**config.mk**
```make
export PLATFORM = sky130hd
export DESIGN_NAME = fetch_stage_flat
export DESIGN_NICKNAME = d
export VERILOG_FILES = /design/src/rtl/fetch_stage_if.sv /design/src/rtl/fetch_stage.sv /design/src/flat_wrapper.sv
export SDC_FILE = /design/constraint.sdc
export NUM_CORES = 1
export LEC_CHECK = 0
export CORE_ASPECT_RATIO = 0.7
export CORE_MARGIN = 2
export CORE_UTILIZATION = 46
export DETAILED_ROUTE_END_ITERATION = 6
export GPL_ROUTABILITY_DRIVEN = 0
export HOLD_SLACK_MARGIN = 0.15
export PLACE_DENSITY = 0.87
export REMOVE_ABC_BUFFERS = 1
export SLEW_MARGIN = 20
export SYNTH_ARGS = -nofsm -noshare
export SYNTH_HDL_FRONTEND = slang
export SYNTH_SLANG_ARGS = --single-unit
```
**constraint.sdc**
```tcl
create_clock -name i_clk -period 3.9 [get_ports i_clk]
set_clock_uncertainty 0.05 [all_clocks]
set_input_delay 0.585 -clock i_clk [delete_from_list [all_inputs] [get_ports i_clk]]
set_output_delay 0.585 -clock i_clk [all_outputs]
set_load 0.02 [all_outputs]
```
**src/rtl/fetch_stage_if.sv**
```systemverilog
// Fetch-stage bus bundle: control and training inputs from ID/EX, the instruction-memory port, and IF/ID outputs.
interface fetch_stage_if;
  logic        i_stall;
  logic        i_redirect;
  logic [31:0] i_redirect_pc;
  logic        i_upd_en;
  logic [31:0] i_upd_pc;
  logic        i_upd_taken;
  logic [31:0] i_upd_target;
  logic [31:0] o_addr_inst;
  logic [31:0] i_inst;
  logic        o_if_id_valid;
  logic [31:0] o_if_id_pc;
  logic [31:0] o_if_id_inst;
  logic        o_if_id_pred;
  logic [31:0] o_if_id_ptgt;

  modport slave (
    input  i_stall, i_redirect, i_redirect_pc, i_upd_en, i_upd_pc, i_upd_taken, i_upd_target, i_inst,
    output o_addr_inst, o_if_id_valid, o_if_id_pc, o_if_id_inst, o_if_id_pred, o_if_id_ptgt
  );

  modport master (
    output i_stall, i_redirect, i_redirect_pc, i_upd_en, i_upd_pc, i_upd_taken, i_upd_target, i_inst,
    input  o_addr_inst, o_if_id_valid, o_if_id_pc, o_if_id_inst, o_if_id_pred, o_if_id_ptgt
  );
endinterface

```
**src/rtl/fetch_stage.sv**
```systemverilog
// RV32I instruction-fetch stage: PC register, IF/ID pipeline register, optional direct-mapped BTB.
// Define BRANCH_PREDICT_EN to build the BTB with 2-bit counters; otherwise next PC is always PC+4.
module fetch_stage #(
  parameter logic [31:0] RESET_PC    = 32'h0000_0000,
  parameter int unsigned BTB_ENTRIES = 16
) (
  input logic          i_clk,
  input logic          i_rst_n,
  fetch_stage_if.slave bus
);

  localparam logic [31:0] NOP       = 32'h0000_0013;
  localparam logic [31:0] ALIGN_MSK = 32'hFFFF_FFFC;

  logic [31:0] pc_q, pc_d;
  logic        v_q, v_d;
  logic [31:0] id_pc_q, id_pc_d;
  logic [31:0] inst_q, inst_d;
  logic        pred_q, pred_d;
  logic [31:0] ptgt_q, ptgt_d;

  logic        pred_c;
  logic [31:0] pnext_c;

`ifdef BRANCH_PREDICT_EN
  localparam int unsigned IDX_W = $clog2(BTB_ENTRIES);
  localparam int unsigned TAG_W = 30 - IDX_W;

  logic             valid_q [BTB_ENTRIES];
  logic [TAG_W-1:0] tag_q   [BTB_ENTRIES];
  logic [29:0]      tgt_q   [BTB_ENTRIES];
  logic [1:0]       ctr_q   [BTB_ENTRIES];

  logic [IDX_W-1:0] lk_idx, up_idx;
  logic [TAG_W-1:0] lk_tag, up_tag;
  logic             up_hit, up_we;
  logic [1:0]       ctr_d;
  logic [29:0]      tgt_d;
  logic             unused_lsb;

  assign lk_idx     = pc_q[IDX_W+1:2];
  assign lk_tag     = pc_q[31:IDX_W+2];
  assign up_idx     = bus.i_upd_pc[IDX_W+1:2];
  assign up_tag     = bus.i_upd_pc[31:IDX_W+2];
  assign unused_lsb = ^{bus.i_upd_pc[1:0], bus.i_upd_target[1:0]};

  // Lookup reads registered contents, so a same-cycle update is not visible here
  always_comb begin
    pred_c  = valid_q[lk_idx] && (tag_q[lk_idx] == lk_tag) && ctr_q[lk_idx][1];
    pnext_c = pred_c ? {tgt_q[lk_idx], 2'b00} : pc_q + 32'd4;
  end

  // Training: hit adjusts the counter, taken miss allocates over whatever sits at the index
  always_comb begin
    up_hit = valid_q[up_idx] && (tag_q[up_idx] == up_tag);
    up_we  = 1'b0;
    ctr_d  = ctr_q[up_idx];
    tgt_d  = tgt_q[up_idx];
    if (bus.i_upd_en) begin
      if (up_hit) begin
        up_we = 1'b1;
        if (bus.i_upd_taken) begin
          ctr_d = (ctr_q[up_idx] == 2'b11) ? 2'b11 : ctr_q[up_idx] + 2'd1;
          tgt_d = bus.i_upd_target[31:2];
        end else begin
          ctr_d = (ctr_q[up_idx] == 2'b00) ? 2'b00 : ctr_q[up_idx] - 2'd1;
        end
      end else if (bus.i_upd_taken) begin
        up_we = 1'b1;
        ctr_d = 2'b10;
        tgt_d = bus.i_upd_target[31:2];
      end
    end
  end

  always_ff @(posedge i_clk or negedge i_rst_n) begin
    if (!i_rst_n) begin
      for (int i = 0; i < int'(BTB_ENTRIES); i++) begin
        valid_q[i] <= 1'b0;
        tag_q[i]   <= '0;
        tgt_q[i]   <= '0;
        ctr_q[i]   <= 2'b01;
      end
    end else if (up_we) begin
      valid_q[up_idx] <= 1'b1;
      tag_q[up_idx]   <= up_tag;
      tgt_q[up_idx]   <= tgt_d;
      ctr_q[up_idx]   <= ctr_d;
    end
  end
`else
  localparam int unsigned unused_btb_entries = BTB_ENTRIES;
  logic unused_upd;

  assign unused_upd = ^{bus.i_upd_en, bus.i_upd_pc, bus.i_upd_taken, bus.i_upd_target};
  assign pred_c     = 1'b0;
  assign pnext_c    = pc_q + 32'd4;
`endif

  // Next PC and IF/ID: redirect (flush) beats stall, stall beats normal advance
  always_comb begin
    pc_d    = pc_q;
    v_d     = v_q;
    id_pc_d = id_pc_q;
    inst_d  = inst_q;
    pred_d  = pred_q;
    ptgt_d  = ptgt_q;
    if (bus.i_redirect) begin
      pc_d   = bus.i_redirect_pc & ALIGN_MSK;
      v_d    = 1'b0;
      inst_d = NOP;
      pred_d = 1'b0;
    end else if (!bus.i_stall) begin
      pc_d    = pnext_c & ALIGN_MSK;
      v_d     = 1'b1;
      id_pc_d = pc_q;
      inst_d  = bus.i_inst;
      pred_d  = pred_c;
      ptgt_d  = pnext_c;
    end
  end

  always_ff @(posedge i_clk or negedge i_rst_n) begin
    if (!i_rst_n) begin
      pc_q    <= RESET_PC & ALIGN_MSK;
      v_q     <= 1'b0;
      id_pc_q <= '0;
      inst_q  <= NOP;
      pred_q  <= 1'b0;
      ptgt_q  <= '0;
    end else begin
      pc_q    <= pc_d;
      v_q     <= v_d;
      id_pc_q <= id_pc_d;
      inst_q  <= inst_d;
      pred_q  <= pred_d;
      ptgt_q  <= ptgt_d;
    end
  end

  assign bus.o_addr_inst   = pc_q;
  assign bus.o_if_id_valid = v_q;
  assign bus.o_if_id_pc    = id_pc_q;
  assign bus.o_if_id_inst  = inst_q;
  assign bus.o_if_id_pred  = pred_q;
  assign bus.o_if_id_ptgt  = ptgt_q;

endmodule

```
**src/flat_wrapper.sv**
```systemverilog
// flat-port wrapper written by rule: the top's interface ports become plain ports
module fetch_stage_flat 
#(
  parameter logic [31:0] RESET_PC    = 32'h0000_0000,
  parameter int unsigned BTB_ENTRIES = 16
)
  (i_clk, i_rst_n, bus_i_stall, bus_i_redirect, bus_i_redirect_pc, bus_i_upd_en, bus_i_upd_pc, bus_i_upd_taken, bus_i_upd_target, bus_i_inst, bus_o_addr_inst, bus_o_if_id_valid, bus_o_if_id_pc, bus_o_if_id_inst, bus_o_if_id_pred, bus_o_if_id_ptgt);
  fetch_stage_if bus_i ();
  input logic i_clk;
  input logic i_rst_n;
  input wire logic [$bits(bus_i.i_stall)-1:0] bus_i_stall;
  input wire logic [$bits(bus_i.i_redirect)-1:0] bus_i_redirect;
  input wire logic [$bits(bus_i.i_redirect_pc)-1:0] bus_i_redirect_pc;
  input wire logic [$bits(bus_i.i_upd_en)-1:0] bus_i_upd_en;
  input wire logic [$bits(bus_i.i_upd_pc)-1:0] bus_i_upd_pc;
  input wire logic [$bits(bus_i.i_upd_taken)-1:0] bus_i_upd_taken;
  input wire logic [$bits(bus_i.i_upd_target)-1:0] bus_i_upd_target;
  input wire logic [$bits(bus_i.i_inst)-1:0] bus_i_inst;
  output wire logic [$bits(bus_i.o_addr_inst)-1:0] bus_o_addr_inst;
  output wire logic [$bits(bus_i.o_if_id_valid)-1:0] bus_o_if_id_valid;
  output wire logic [$bits(bus_i.o_if_id_pc)-1:0] bus_o_if_id_pc;
  output wire logic [$bits(bus_i.o_if_id_inst)-1:0] bus_o_if_id_inst;
  output wire logic [$bits(bus_i.o_if_id_pred)-1:0] bus_o_if_id_pred;
  output wire logic [$bits(bus_i.o_if_id_ptgt)-1:0] bus_o_if_id_ptgt;
  assign bus_i.i_stall = bus_i_stall;
  assign bus_i.i_redirect = bus_i_redirect;
  assign bus_i.i_redirect_pc = bus_i_redirect_pc;
  assign bus_i.i_upd_en = bus_i_upd_en;
  assign bus_i.i_upd_pc = bus_i_upd_pc;
  assign bus_i.i_upd_taken = bus_i_upd_taken;
  assign bus_i.i_upd_target = bus_i_upd_target;
  assign bus_i.i_inst = bus_i_inst;
  assign bus_o_addr_inst = bus_i.o_addr_inst;
  assign bus_o_if_id_valid = bus_i.o_if_id_valid;
  assign bus_o_if_id_pc = bus_i.o_if_id_pc;
  assign bus_o_if_id_inst = bus_i.o_if_id_inst;
  assign bus_o_if_id_pred = bus_i.o_if_id_pred;
  assign bus_o_if_id_ptgt = bus_i.o_if_id_ptgt;
  fetch_stage #(.RESET_PC(RESET_PC), .BTB_ENTRIES(BTB_ENTRIES)) u_core (.i_clk(i_clk), .i_rst_n(i_rst_n), .bus(bus_i));
endmodule
```
### Word level (Yosys, flattened, before mapping)

Index checks and enable logic that the tools add are counted.

* add/sub/neg operators: 1
* muxes and demuxes: 8
* reductions and logical operators: 1
* equal/unequal tests: 1
* bitwise gates (word level): 2

Operators with widths (number)
* 2-to-1 mux 32 bit: 4
* adder 32 x 3 -> 32 bit, second input constant: 1
* 2-to-1 mux 1 bit: 4
* inequality test 2 x 1 -> 1 bit, second input constant: 1
* NOT 1 bit: 2
* AND reduction 2 bit: 1

* logic and storage cells: 19
* output and inout bits: 130
* input port bits: 134
* register bits after elaboration: 130

### Logic depth before layout (Yosys ltp)

Gate-level depths: netlist of run 1.

* depth in word-level cells: 3
* gate-level depth with buffers: 7
* mapped depth without buffers: 5

### Least setup slack after synthesis of run 1

No wires, ideal clock.

* kind: register to register
* start point: reg u_core.pc_q[2], in the netlist u_core.bus.o_addr_inst[2]
* end point: reg u_core.pc_q[26], in the netlist u_core.bus.o_addr_inst[26]
* data required time: 3.718 ns
* data arrival time: 2.109 ns
* cell stages (with the launch flop): 8
* path slack: 1.609 ns
* clock period less this slack: 2.291 ns
* library setup time: 0.132 ns
* cells stage by stage: dfrtp_1 -> ha_1 -> nand3_1 -> or4_1 -> buf_2 -> clkbuf_1 -> o31ai_1 -> a31oi_1

* cells in the longest elaborated chain, start to end: 3

RTL lines
* start: declaration: line fetch_stage.sv:15 `logic [31:0] pc_q, pc_d;`
* start signal: assignment: line fetch_stage.sv:125 `pc_q <= RESET_PC & ALIGN_MSK;`
* start signal: assignment: line fetch_stage.sv:132 `pc_q <= pc_d;`
* adder 32 x 3 -> 32 bit: line fetch_stage.sv:97 `assign pnext_c = pc_q + 32'd4;`
* 2-to-1 mux 32 bit: line fetch_stage.sv:113 `end else if (!bus.i_stall) begin`
* 2-to-1 mux 32 bit: line fetch_stage.sv:108 `if (bus.i_redirect) begin`

Every way passes these cells. The select of a mux whose other input is x is not followed.
A chain may end at the register's enable or synchronous reset.

### Final worst setup path of run 1

* start point: reg u_core.pc_q[2], in the netlist u_core.bus.o_addr_inst[2]
* end point: reg u_core.pc_q[18], in the netlist u_core.bus.o_addr_inst[18]

Same word-level chain as after synthesis.

==> reports/qor.yml, run 1 <==
status:
  outcome: "complete, no violations"
routing:
  wirelength_um: 17250
  ant_nets: 0
  via_per_inst: 5.602
  num_vias: 5395
  drt-pass1-iter-count: 5
  drtIter0Drc: 396
  post_drt_wl_per_cell_um: 17.91
  drcViolationCount: 0
clocking:
  cts_tree: "built"
  clk_latency_ns: 0.40
  cts_buffer_depth: 2
  clk_pin_slew_worst_paths_ns: 0.06
  post_cts_buffers: 0
  ctsHtreeMaxLevel: 4
  numCtsBuffers: 17
  post_cts_resized: 0
  cts.sinks: 123
  cts-root-buf: "clkbuf_16"
  hold_buffers: 0
floorplan:
  die_area_um2: 13830
  start_util: 0.4742
  coreArea_um2: 12510
  rows: 34
  die_w_um: 139.7
  io_pins: 264
  fp.dieH_um: 99
yosys:
  synth_top_area_frac: 0.5063
  syn_avg_cell_area_um2: 9.354
  ys.flop_type: "dfrtp_1"
  ys_seq_area_frac: 0.5196
  synthArstFlopShare: 1.000
  synthCells: 634
  synth_edf_count: 0
  ys_seq_elements: 123
  yosys_warnings: 0
  ys_types: 50
  synth_area_leader_cell: "dfrtp_1"
  ys_top_cells_by_area: "dfrtp_1 (51%), nand2_1 (8.5%), mux2i_1 (5.6%)"
  syn_area_um2: 5931
power_and_ir_drop:
  p_leak_uw: 0.003561
  ir_worst_vdd_mv: 0.3389
  powerDensity_nw_per_um2: 487.2
sta:
  worst_slew_pin_slew_ns: 0.9202
  setup-violations-final: 0
  relSlewSlack: 0.3809
  setup_slack_ns: 1.110
  fin_setup_tns_ns: 0
  hold_violations: 0
  period_share: 0.7155
  rsz0062_at_grt: "false"
  max_clock_freq_ghz: 0.3584
  final.min_clock_period_ns: 2.790
  slew_violations: 0
final_layout:
  n_fill_cell: 959
  drive_above_1_share: 0.06742
  syn_to_final_growth_pct: 41.39
  num_antenna_cells: 0
  nets: 923
  layout_common_cells: "clkdlybuf4s50_1 (185), nand2_1 (134), dfrtp_1 (120)"
  final_common_cell: "clkdlybuf4s50_1"
setup_path:
  cpMostUsedCell: "or4_1"
  crit_arrival_ns: 3.05
  r2r_start: "u_core.bus.o_addr_inst[2]$_DFFE_PN0P_"
  cp_max_fo: 21
  r2r_cells: 5
  end_kind: "flip-flop"
  cp.required_ns: 4.16
  cp_cell_sequence: "ha_1 > nand3_1 > or4_1 > or4_1 > a31oi_1"
  path_delay_family: "simple AND/OR/NAND/NOR gates"
  reg2reg_to: "u_core.bus.o_addr_inst[18]$_DFFE_PN0P_"
  start_kind: "flip-flop"
  worstSetupPathType: "reg2reg"
  crit_buf_inv: 0
  r2r_slack_ns: 1.11
  slowest_stage: "or4_1"
  critPathMaxStageDelay_ns: 0.87
global_routing:
  grt_max_degree: 79
  grt_pass1_vias: 5390
  grt_pass1_wl_um: 27800
  grt_overflow_total: 0
  antenna_found_initial: 0
  grt.total_usage: 0.2515
flow_run:
  max_cap_violations: 0
worst_hold_path:
  hold_class: "in2async"
placement:
  dpl_worst_slack_ns: 1.155
  dp_hpwl_um: 11710
  io_buffers: 188
==> registers in the layout, summed over array words and instances (netlist names) <==
register	count
u_core.bus.o_if_id_inst	32
u_core.bus.o_addr_inst	30
u_core.bus.o_if_id_valid	1
u_core.bus.o_if_id_pc	30
u_core.bus.o_if_id_ptgt	30
==> final cells by class <==
cell class              instances  area, um2  area share
flip-flops and latches        123       3082      0.3675
multi-input cells             446       2525      0.3011
repair buffers                195       1938      0.2311
clock buffers                  21      450.4     0.05372
well taps                     162      202.7     0.02417
clock inverters                11      168.9     0.02014
inverters                       5      18.77    0.002238
==> report_power, final <==
group / switching [uW] / internal (uW) / leakage, uW
combinational: 456 / 407 / 0.00176
clock: 569 / 1090 / 0.000301
sequential: 147 / 1420 / 0.00150
==> worst max path at each step <==
stage	depth (start not counted)	endpoint	startpoint	slack (ns)
global route	5	u_core.bus.o_addr_inst[18]$_DFFE_PN0P_	u_core.bus.o_addr_inst[2]$_DFFE_PN0P_	0.97
global placement	5	u_core.bus.o_addr_inst[15]$_DFFE_PN0P_	bus_i_stall	1.27
CTS	5	u_core.bus.o_addr_inst[18]$_DFFE_PN0P_	u_core.bus.o_addr_inst[2]$_DFFE_PN0P_	1.14
finish	5	u_core.bus.o_addr_inst[18]$_DFFE_PN0P_	u_core.bus.o_addr_inst[2]$_DFFE_PN0P_	1.11
floorplan	3	u_core.bus.o_if_id_ptgt[28]$_DFFE_PN0P_	bus_i_stall	0.85
detailed placement	5	u_core.bus.o_addr_inst[18]$_DFFE_PN0P_	u_core.bus.o_addr_inst[2]$_DFFE_PN0P_	1.15
==> cells in the mapped netlist (2+ instances only) <==
master,instances
and2_1,2
or3_1,15
mux2i_1,33
clkbuf_2,6
clkbuf_1,34
nand4_2,3
and4_1,4
nor3_1,7
dfstp_2,3
nand4b_1,2
buf_2,10
o21ai_0,35
nor4_1,6
dfrtp_1,120
a211o_1,2
or4_1,18
inv_1,4
xnor2_1,15
o31ai_1,16
or2_2,4
nand4_1,10
buf_6,3
a31oi_1,30
o41ai_1,3
a21oi_1,2
nand3_1,5
nor2_1,69
xor2_1,7
nand2_1,134
buf_4,12
==> stage by stage <==
step	cell area, um2	power (uW)	std cells	utilization	hold WS [ns]
3_3_place_gp	7762	2415	931	0.6206	0.4065
6_report	8386	4086	963	0.6705	0.1585
5_1_grt	8386	4258	963	0.6705	0.2137
3_5_place_dp	7762	2446	931	0.6206	0.4128
4_1_cts	8382	4107	963	0.6702	0.3494
2_1_floorplan	5618	1943	574	-	0.2394
==> routing by layer <==
layer / track usage / vias up / share of wire
li1: - / 2487 / -
met1: 0.3402 / 2658 / 0.43
met2: 0.4034 / 227 / 0.47
met3: 0.06511 / 23 / 0.077
met4: 0.07462 / 0 / 0.014
met5: 0 / - / 0
==> logic make-up (layout without fill, tap and decap cells) <==
family / after synthesis / in the layout / synth area share
xor+xnor: 22 / 22 / 0.03249
mux: 33 / 33 / 0.05570
simple gates: 290 / 290 / 0.2319
other cells: 1 / 7 / 0.0006323
buf+inv: 71 / 232 / 0.05970
compound gates: 93 / 93 / 0.09789
flops: 123 / 123 / 0.5196
fa+ha+maj: 1 / 1 / 0.002109
==> worst register-to-register path: cells and delay by family, from the launching register on <==
family          cells  cell delay, ns
compound gates      1            0.20
simple gates        3            1.64
flops               1            0.50
fa+ha+maj           1            0.31
No activity file was read; power rests on OpenSTA's default activity.
==> inputs of run 2 (changes only) <==
Settings changed: CORE_UTILIZATION 46 to 42, PLACE_DENSITY 0.87 to 0.8.
Clock period 3.9 ns to 2.9 ns, I/O delays scaled along.
==> run 2 against run 1 <==
Effect of this change: register-to-register slack got worse by 0.82 ns; clock power is 49% higher; combinational power increased by 39%; count of clock-buffer cells in the layout down 2; critical path type unchanged; critical endpoint is now u_core.bus.o_addr_inst[26]$_DFFE_PN0P_.
==> reports/qor.yml, run 2 (synthesis results as in run 1) <==
clocking:
  numCtsBuffers: 17  # unchanged
  post_cts_resized: 0  # unchanged
  clk_pin_slew_worst_paths_ns: 0.06  # about the same
  post_cts_buffers: 0  # unchanged
  clk_latency_ns: 0.41  # about the same
  cts_buffer_depth: 2  # unchanged
  cts-root-buf: "clkbuf_16"
  ctsHtreeMaxLevel: 4  # unchanged
  cts_tree: "built"
  cts.sinks: 123  # unchanged
  hold_buffers: 1  # +1
power_and_ir_drop:
  powerDensity_nw_per_um2: 666.1  # +37%
  p_leak_uw: 0.003675  # +3.2%
  ir_worst_vdd_mv: 0.5083  # +50%
  p_total_uw: 5754  # +41%
sta:
  final.min_clock_period_ns: 2.611  # -0.1798 ns
  relSlewSlack: 0.4835  # +0.1026
  hold_violations: 0  # unchanged
  worst_slew_pin_slew_ns: 0.7729  # -0.1473 ns
  max_clock_freq_ghz: 0.3831  # +6.9%
  fin_setup_tns_ns: 0  # unchanged
  period_share: 0.9002  # +0.1847
  slew_violations: 0  # unchanged
  setup-violations-final: 0  # unchanged
  timing.hold.ws_ns: 0.3567  # +0.1982 ns
  rsz0062_at_grt: "false"
final_layout:
  layout_common_cells: "clkdlybuf4s50_1 (185), nand2_1 (134), dfrtp_1 (120)"
  final_cell_count_no_fill: 1008  # +4.7%
  n_fill_cell: 1186  # +24%
  nets: 940  # +1.8%
  num_antenna_cells: 0  # unchanged
  syn_to_final_growth_pct: 45.65
  largest_reg_flops: 32  # unchanged
  drive_above_1_share: 0.08924  # +0.02183
  stdcell_area_um2: 8638  # +3.0%
  final_common_cell: "clkdlybuf4s50_1"
routing:
  post_drt_wl_per_cell_um: 17.08  # -4.6%
  drt-pass1-iter-count: 5  # unchanged
  via_per_inst: 5.207  # -7.0%
  wirelength_um: 17220  # -0.17%
  num_vias: 5249  # -2.7%
  ant_nets: 0  # unchanged
  drtIter0Drc: 255  # -36%
  drcViolationCount: 0  # unchanged
setup_path:
  path_delay_family: "simple AND/OR/NAND/NOR gates"
  worstSetupPathType: "reg2reg"
  r2r_cells: 5  # unchanged
  cp_max_fo: 21  # unchanged
  critPathMaxStageDelay_ns: 0.84  # -0.03 ns
  cp.required_ns: 3.18  # -0.98 ns
  r2r_slack_ns: 0.29  # -0.82 ns
  crit_arrival_ns: 2.89  # -0.16 ns
  cp_num_cells: 5  # unchanged
  crit_buf_inv: 0  # unchanged
  cpMostUsedCell: "or4_1"
  reg2reg_to: "u_core.bus.o_addr_inst[26]$_DFFE_PN0P_"
  slowest_stage: "or4_1"
  crit_end: "u_core.bus.o_addr_inst[26]$_DFFE_PN0P_"
  end_kind: "flip-flop"
  r2r_start: "u_core.bus.o_addr_inst[3]$_DFFE_PN0P_"
  start_kind: "flip-flop"
  cp_cell_sequence: "ha_1 > nand3_1 > or4_1 > or4_1 > a31oi_1"
  crit_start: "u_core.bus.o_addr_inst[3]$_DFFE_PN0P_"
global_routing:
  grt_pass1_vias: 5101  # -5.4%
  grt_overflow_total: 0  # unchanged
  grt_pass1_wl_um: 27150  # -2.3%
  grt.total_usage: 0.2305  # -0.02095
  antenna_found_initial: 0  # unchanged
  grt_max_degree: 64  # -19%
floorplan:
  io_pins: 264  # unchanged
  die_w_um: 146.0  # +4.5%
  die_area_um2: 15100  # +9.2%
  start_util: 0.4275  # -0.04670
  rows: 36  # +5.9%
  coreArea_um2: 13870  # +11%
  fp.dieH_um: 103.4  # +4.5%
placement:
  dp.cells: 975  # +4.7%
  dpl_cell_area_um2: 7936  # +2.2%
  dp_hpwl_um: 11820  # +0.96%
  io_buffers: 188  # unchanged
status:
  outcome: "complete, no violations"
flow_run:
  max_cap_violations: 0  # unchanged
worst_hold_path:
  hold_class: "in2reg"
-- run 2: metrics by stage --
step	setup WS, ns	utilization
floorplan	-0.004350	-
global placement	0.3702	0.5721
detailed placement	0.2990	0.5721
CTS	0.2880	0.6227
global route	0.1297	0.6227
finish	0.2895	0.6227
-- run 2: worst min path at each step --
stage          depth (start not counted)                                      to                                   start  slack [ns]
4_1_cts                                3  u_core.bus.o_if_id_inst[4]$_DFFE_PN1P_                             bus_i_stall        0.34
3_3_place_gp                           2  u_core.bus.o_if_id_ptgt[6]$_DFFE_PN0P_  u_core.bus.o_if_id_ptgt[6]$_DFFE_PN0P_        0.40
3_5_place_dp                           2  u_core.bus.o_if_id_ptgt[6]$_DFFE_PN0P_  u_core.bus.o_if_id_ptgt[6]$_DFFE_PN0P_        0.41
5_1_grt                                3  u_core.bus.o_if_id_inst[4]$_DFFE_PN1P_                             bus_i_stall        0.35
6_report                               3  u_core.bus.o_if_id_inst[4]$_DFFE_PN1P_                             bus_i_stall        0.36
2_1_floorplan                          0  u_core.bus.o_addr_inst[10]$_DFFE_PN0P_                                 i_rst_n        0.09
-- run 2: tightest hold or removal path: cells and delay by family --
kind                   cells  cell delay (ns)
and+or+nand+nor            1             0.07
muxes                      1             0.11
buffers and inverters      1             0.18
-- run 2: metal layers --
layer	track usage	vias up	wire length, um
met1	0.3122	2510	7950
met2	0.3541	199	7548
met5	0	-	0
met4	0.06871	0	227
met3	0.08114	20	1489
li1	-	2520	-
-- run 2: final cells by class --
| type | count | area [um2] | share of cell area |
|---|---|---|---|
| Clock inverter | 13 | 239.0 | 0.02767 |
| Clock buffer | 19 | 452.9 | 0.05243 |
| Tap cell | 190 | 237.7 | 0.02752 |
| Sequential cell | 123 | 3082 | 0.3568 |
| Timing Repair Buffer | 212 | 2083 | 0.2412 |
| Inverter | 5 | 18.77 | 0.002173 |
| Multi-Input combinational cell | 446 | 2525 | 0.2923 |
-- run 2: power by group --
group	switching, uW	internal [uW]
Clock	804	1670
Combinational	635	570
Sequential	169	1910
Total	1610	4150
==> inputs of run 3 (changes only) <==
Settings changed: CORE_MARGIN 2 to 10, RECOVER_POWER set to 25.
==> run 3 against run 2 <==
Effect of this change: the run now ends with max-capacitance violations, max-slew violations left; hold slack gained 0.051 ns; flip-flop and latch count did not move; highest routed layer unchanged; largest cell class unchanged; critical endpoint unchanged; non-clock buffer count is 3 lower; largest power group unchanged.
==> reports/qor.yml, run 3 (synthesis results as in run 1) <==
setup_path:
  crit_buf_inv: 0  # unchanged
  crit_arrival_ns: 2.95  # +0.06 ns
  critPathMaxStageDelay_ns: 0.85  # about the same
  r2r_slack_ns: 0.23  # -0.06 ns
  crit_end: "u_core.bus.o_addr_inst[26]$_DFFE_PN0P_"
  reg2reg_to: "u_core.bus.o_addr_inst[26]$_DFFE_PN0P_"
  r2r_start: "u_core.bus.o_addr_inst[3]$_DFFE_PN0P_"
  cpMostUsedCell: "or4_1"
  crit_start: "u_core.bus.o_addr_inst[3]$_DFFE_PN0P_"
  slowest_stage: "or4_1"
  r2r_cells: 5  # unchanged
  cp_cell_sequence: "ha_1 > nand3_1 > or4_1 > or4_1 > a31oi_1"
  cp_num_cells: 5  # unchanged
  worstSetupPathType: "reg2reg"
  cp_max_fo: 21  # unchanged
  end_kind: "flip-flop"
  start_kind: "flip-flop"
  path_delay_family: "simple AND/OR/NAND/NOR gates"
  cp.required_ns: 3.18  # about the same
sta:
  relSlewSlack: -0.3735  # -0.8570
  period_share: 0.9216  # +0.02147
  slew_violations: 156  # +156
  setup-violations-final: 0  # unchanged
  max_clock_freq_ghz: 0.3741  # -2.3%
  hold_violations: 0  # unchanged
  final.min_clock_period_ns: 2.673  # +0.06225 ns
  worst_slew_pin_slew_ns: 2.060  # +1.287 ns
  rsz0062_at_grt: "false"
final_layout:
  final_common_cell: "clkdlybuf4s50_1"
  syn_to_final_growth_pct: 43.19
  n_fill_cell: 1234  # +4.0%
  largest_reg_flops: 32  # unchanged
  final_cell_count_no_fill: 1004  # -0.40%
  drive_above_1_share: 0.07985  # -0.009389
  seqCellArea_um2: 3082  # unchanged
  nets: 937  # -0.32%
  layout_common_cells: "clkdlybuf4s50_1 (185), nand2_1 (134), dfrtp_1 (120)"
  num_antenna_cells: 0  # unchanged
  stdcell_area_um2: 8492  # -1.7%
  multi_input_area_um2: 2525  # unchanged
  utilization: 0.6121  # -0.01055
routing:
  wirelength_um: 18890  # +9.7%
  ant_nets: 0  # unchanged
  drtIter0Drc: 352  # +38%
  via_per_inst: 5.179  # -0.54%
  num_vias: 5200  # -0.93%
  drcViolationCount: 0  # unchanged
  drt-pass1-iter-count: 4  # -1
  post_drt_wl_per_cell_um: 18.82  # +10%
status:
  outcome: "complete, but fails checks"
  violations: "max-capacitance violations, max-slew violations"
placement:
  dp_hpwl_um: 13310  # +13%
  dp.cells: 972  # -0.31%
  io_buffers: 188  # unchanged
  dpl_cell_area_um2: 7914  # -0.28%
power_and_ir_drop:
  powerDensity_nw_per_um2: 638.9  # -4.1%
  p_leak_uw: 0.003601  # -2.0%
  ir_worst_vdd_mv: 0.4409  # -13%
clocking:
  ctsHtreeMaxLevel: 4  # unchanged
  clk_pin_slew_worst_paths_ns: 0.06  # about the same
  clk_latency_ns: 0.41  # about the same
  numCtsBuffers: 17  # unchanged
  cts-root-buf: "clkbuf_16"
  cts_tree: "built"
  post_cts_buffers: 0  # unchanged
  cts_buffer_depth: 2  # unchanged
  cts.sinks: 123  # unchanged
floorplan:
  coreArea_um2: 13870  # unchanged
  start_util: 0.4275  # unchanged
  die_area_um2: 19350  # +28%
  fp.dieH_um: 119.4  # +15%
  rows: 36  # unchanged
  die_w_um: 162.0  # +11%
  io_pins: 264  # unchanged
global_routing:
  grt_pass1_vias: 5183  # +1.6%
  use_met3: 0.07743  # -0.003714
  grt.total_usage: 0.1923  # -0.03817
  grt_busiest_layer: "met2"
  grt_pass1_wl_um: 29610  # +9.0%
  antenna_found_initial: 0  # unchanged
  use_met2: 0.2898  # -0.06435
  grt_overflow_total: 0  # unchanged
  use_met1: 0.2516  # -0.06058
  grt_max_degree: 80  # +25%
worst_hold_path:
  min_from: "bus_i_stall"
  hold_class: "in2reg"
flow_run:
  max_cap_violations: 3  # +3
-- run 3: changes by cell type in the layout (fill, tap and decap cells not counted) --
cell,change
buf_2,-1
clkbuf_2,+2
clkinv_2,+4
bufinv_16,-3
buf_4,-5
clkinvlp_4,+2
clkinv_4,-4
clkbuf_1,+4
buf_6,-1
clkbuf_8,-2
-- run 3: cell type report --
| type | instances | share of cell area |
|---|---|---|
| tap | 190 | 0.02799 |
| inverter | 5 | 0.002210 |
| clock buffer | 19 | 0.05098 |
| timing repair buffer | 209 | 0.2410 |
| clock inverter | 12 | 0.01753 |
| sequential | 123 | 0.3629 |
| multi-input combinational | 446 | 0.2973 |
-- run 3: metal layers --
layer / vias up / part of all wire
met4: 0 / 0.0082
met2: 182 / 0.44
met1: 2479 / 0.45
met3: 15 / 0.098
met5: - / 0
li1: 2524 / -
-- run 3: worst min-delay path by stage --
stage                     depth (start not counted)  slack [ns]                                       to
after floorplan                                   0        0.09   u_core.bus.o_addr_inst[10]$_DFFE_PN0P_
after global placement                            2        0.40   u_core.bus.o_if_id_ptgt[6]$_DFFE_PN0P_
after detailed placement                          2        0.41   u_core.bus.o_if_id_ptgt[6]$_DFFE_PN0P_
after CTS                                         3        0.40  u_core.bus.o_if_id_inst[29]$_DFFE_PN0P_
after global routing                              3        0.41  u_core.bus.o_if_id_inst[29]$_DFFE_PN0P_
final                                             3        0.41  u_core.bus.o_if_id_inst[20]$_DFFE_PN0P_
-- run 3: timing repair --
| item | 4_1_cts | 5_1_grt |
|---|---|---|
| endpoints found under the hold margin | 75 | 0 |
| hold buffers | 1 | 0 |
| resized for setup | 0 | 0 |
-- run 3: through the flow --
step / setup slack [ns] / hold WS, ns / total power, uW / TNS (ns)
2_1_floorplan: -0.004350 / 0.08941 / 2613 / -0.004350
3_3_place_gp: 0.3581 / 0.4032 / 3304 / 0
3_5_place_dp: 0.2699 / 0.4076 / 3330 / 0
4_1_cts: 0.2339 / 0.3978 / 5466 / 0
5_1_grt: 0.05397 / 0.4052 / 5661 / 0
6_report: 0.2272 / 0.4081 / 5426 / 0
-- run 3: worst min-delay path, cell delays in order --
cell	delay [ns]
buf_4	0.21
mux2i_1	0.10
nor2_1	0.07
-- run 3: power breakdown --
group / internal (uW) / switching (uW) / leakage, uW
logic: 565 / 648 / 0.00183
clock network: 1340 / 787 / 0.000275
registers: 1910 / 175 / 0.00150
total: 3820 / 1610 / 0.00360
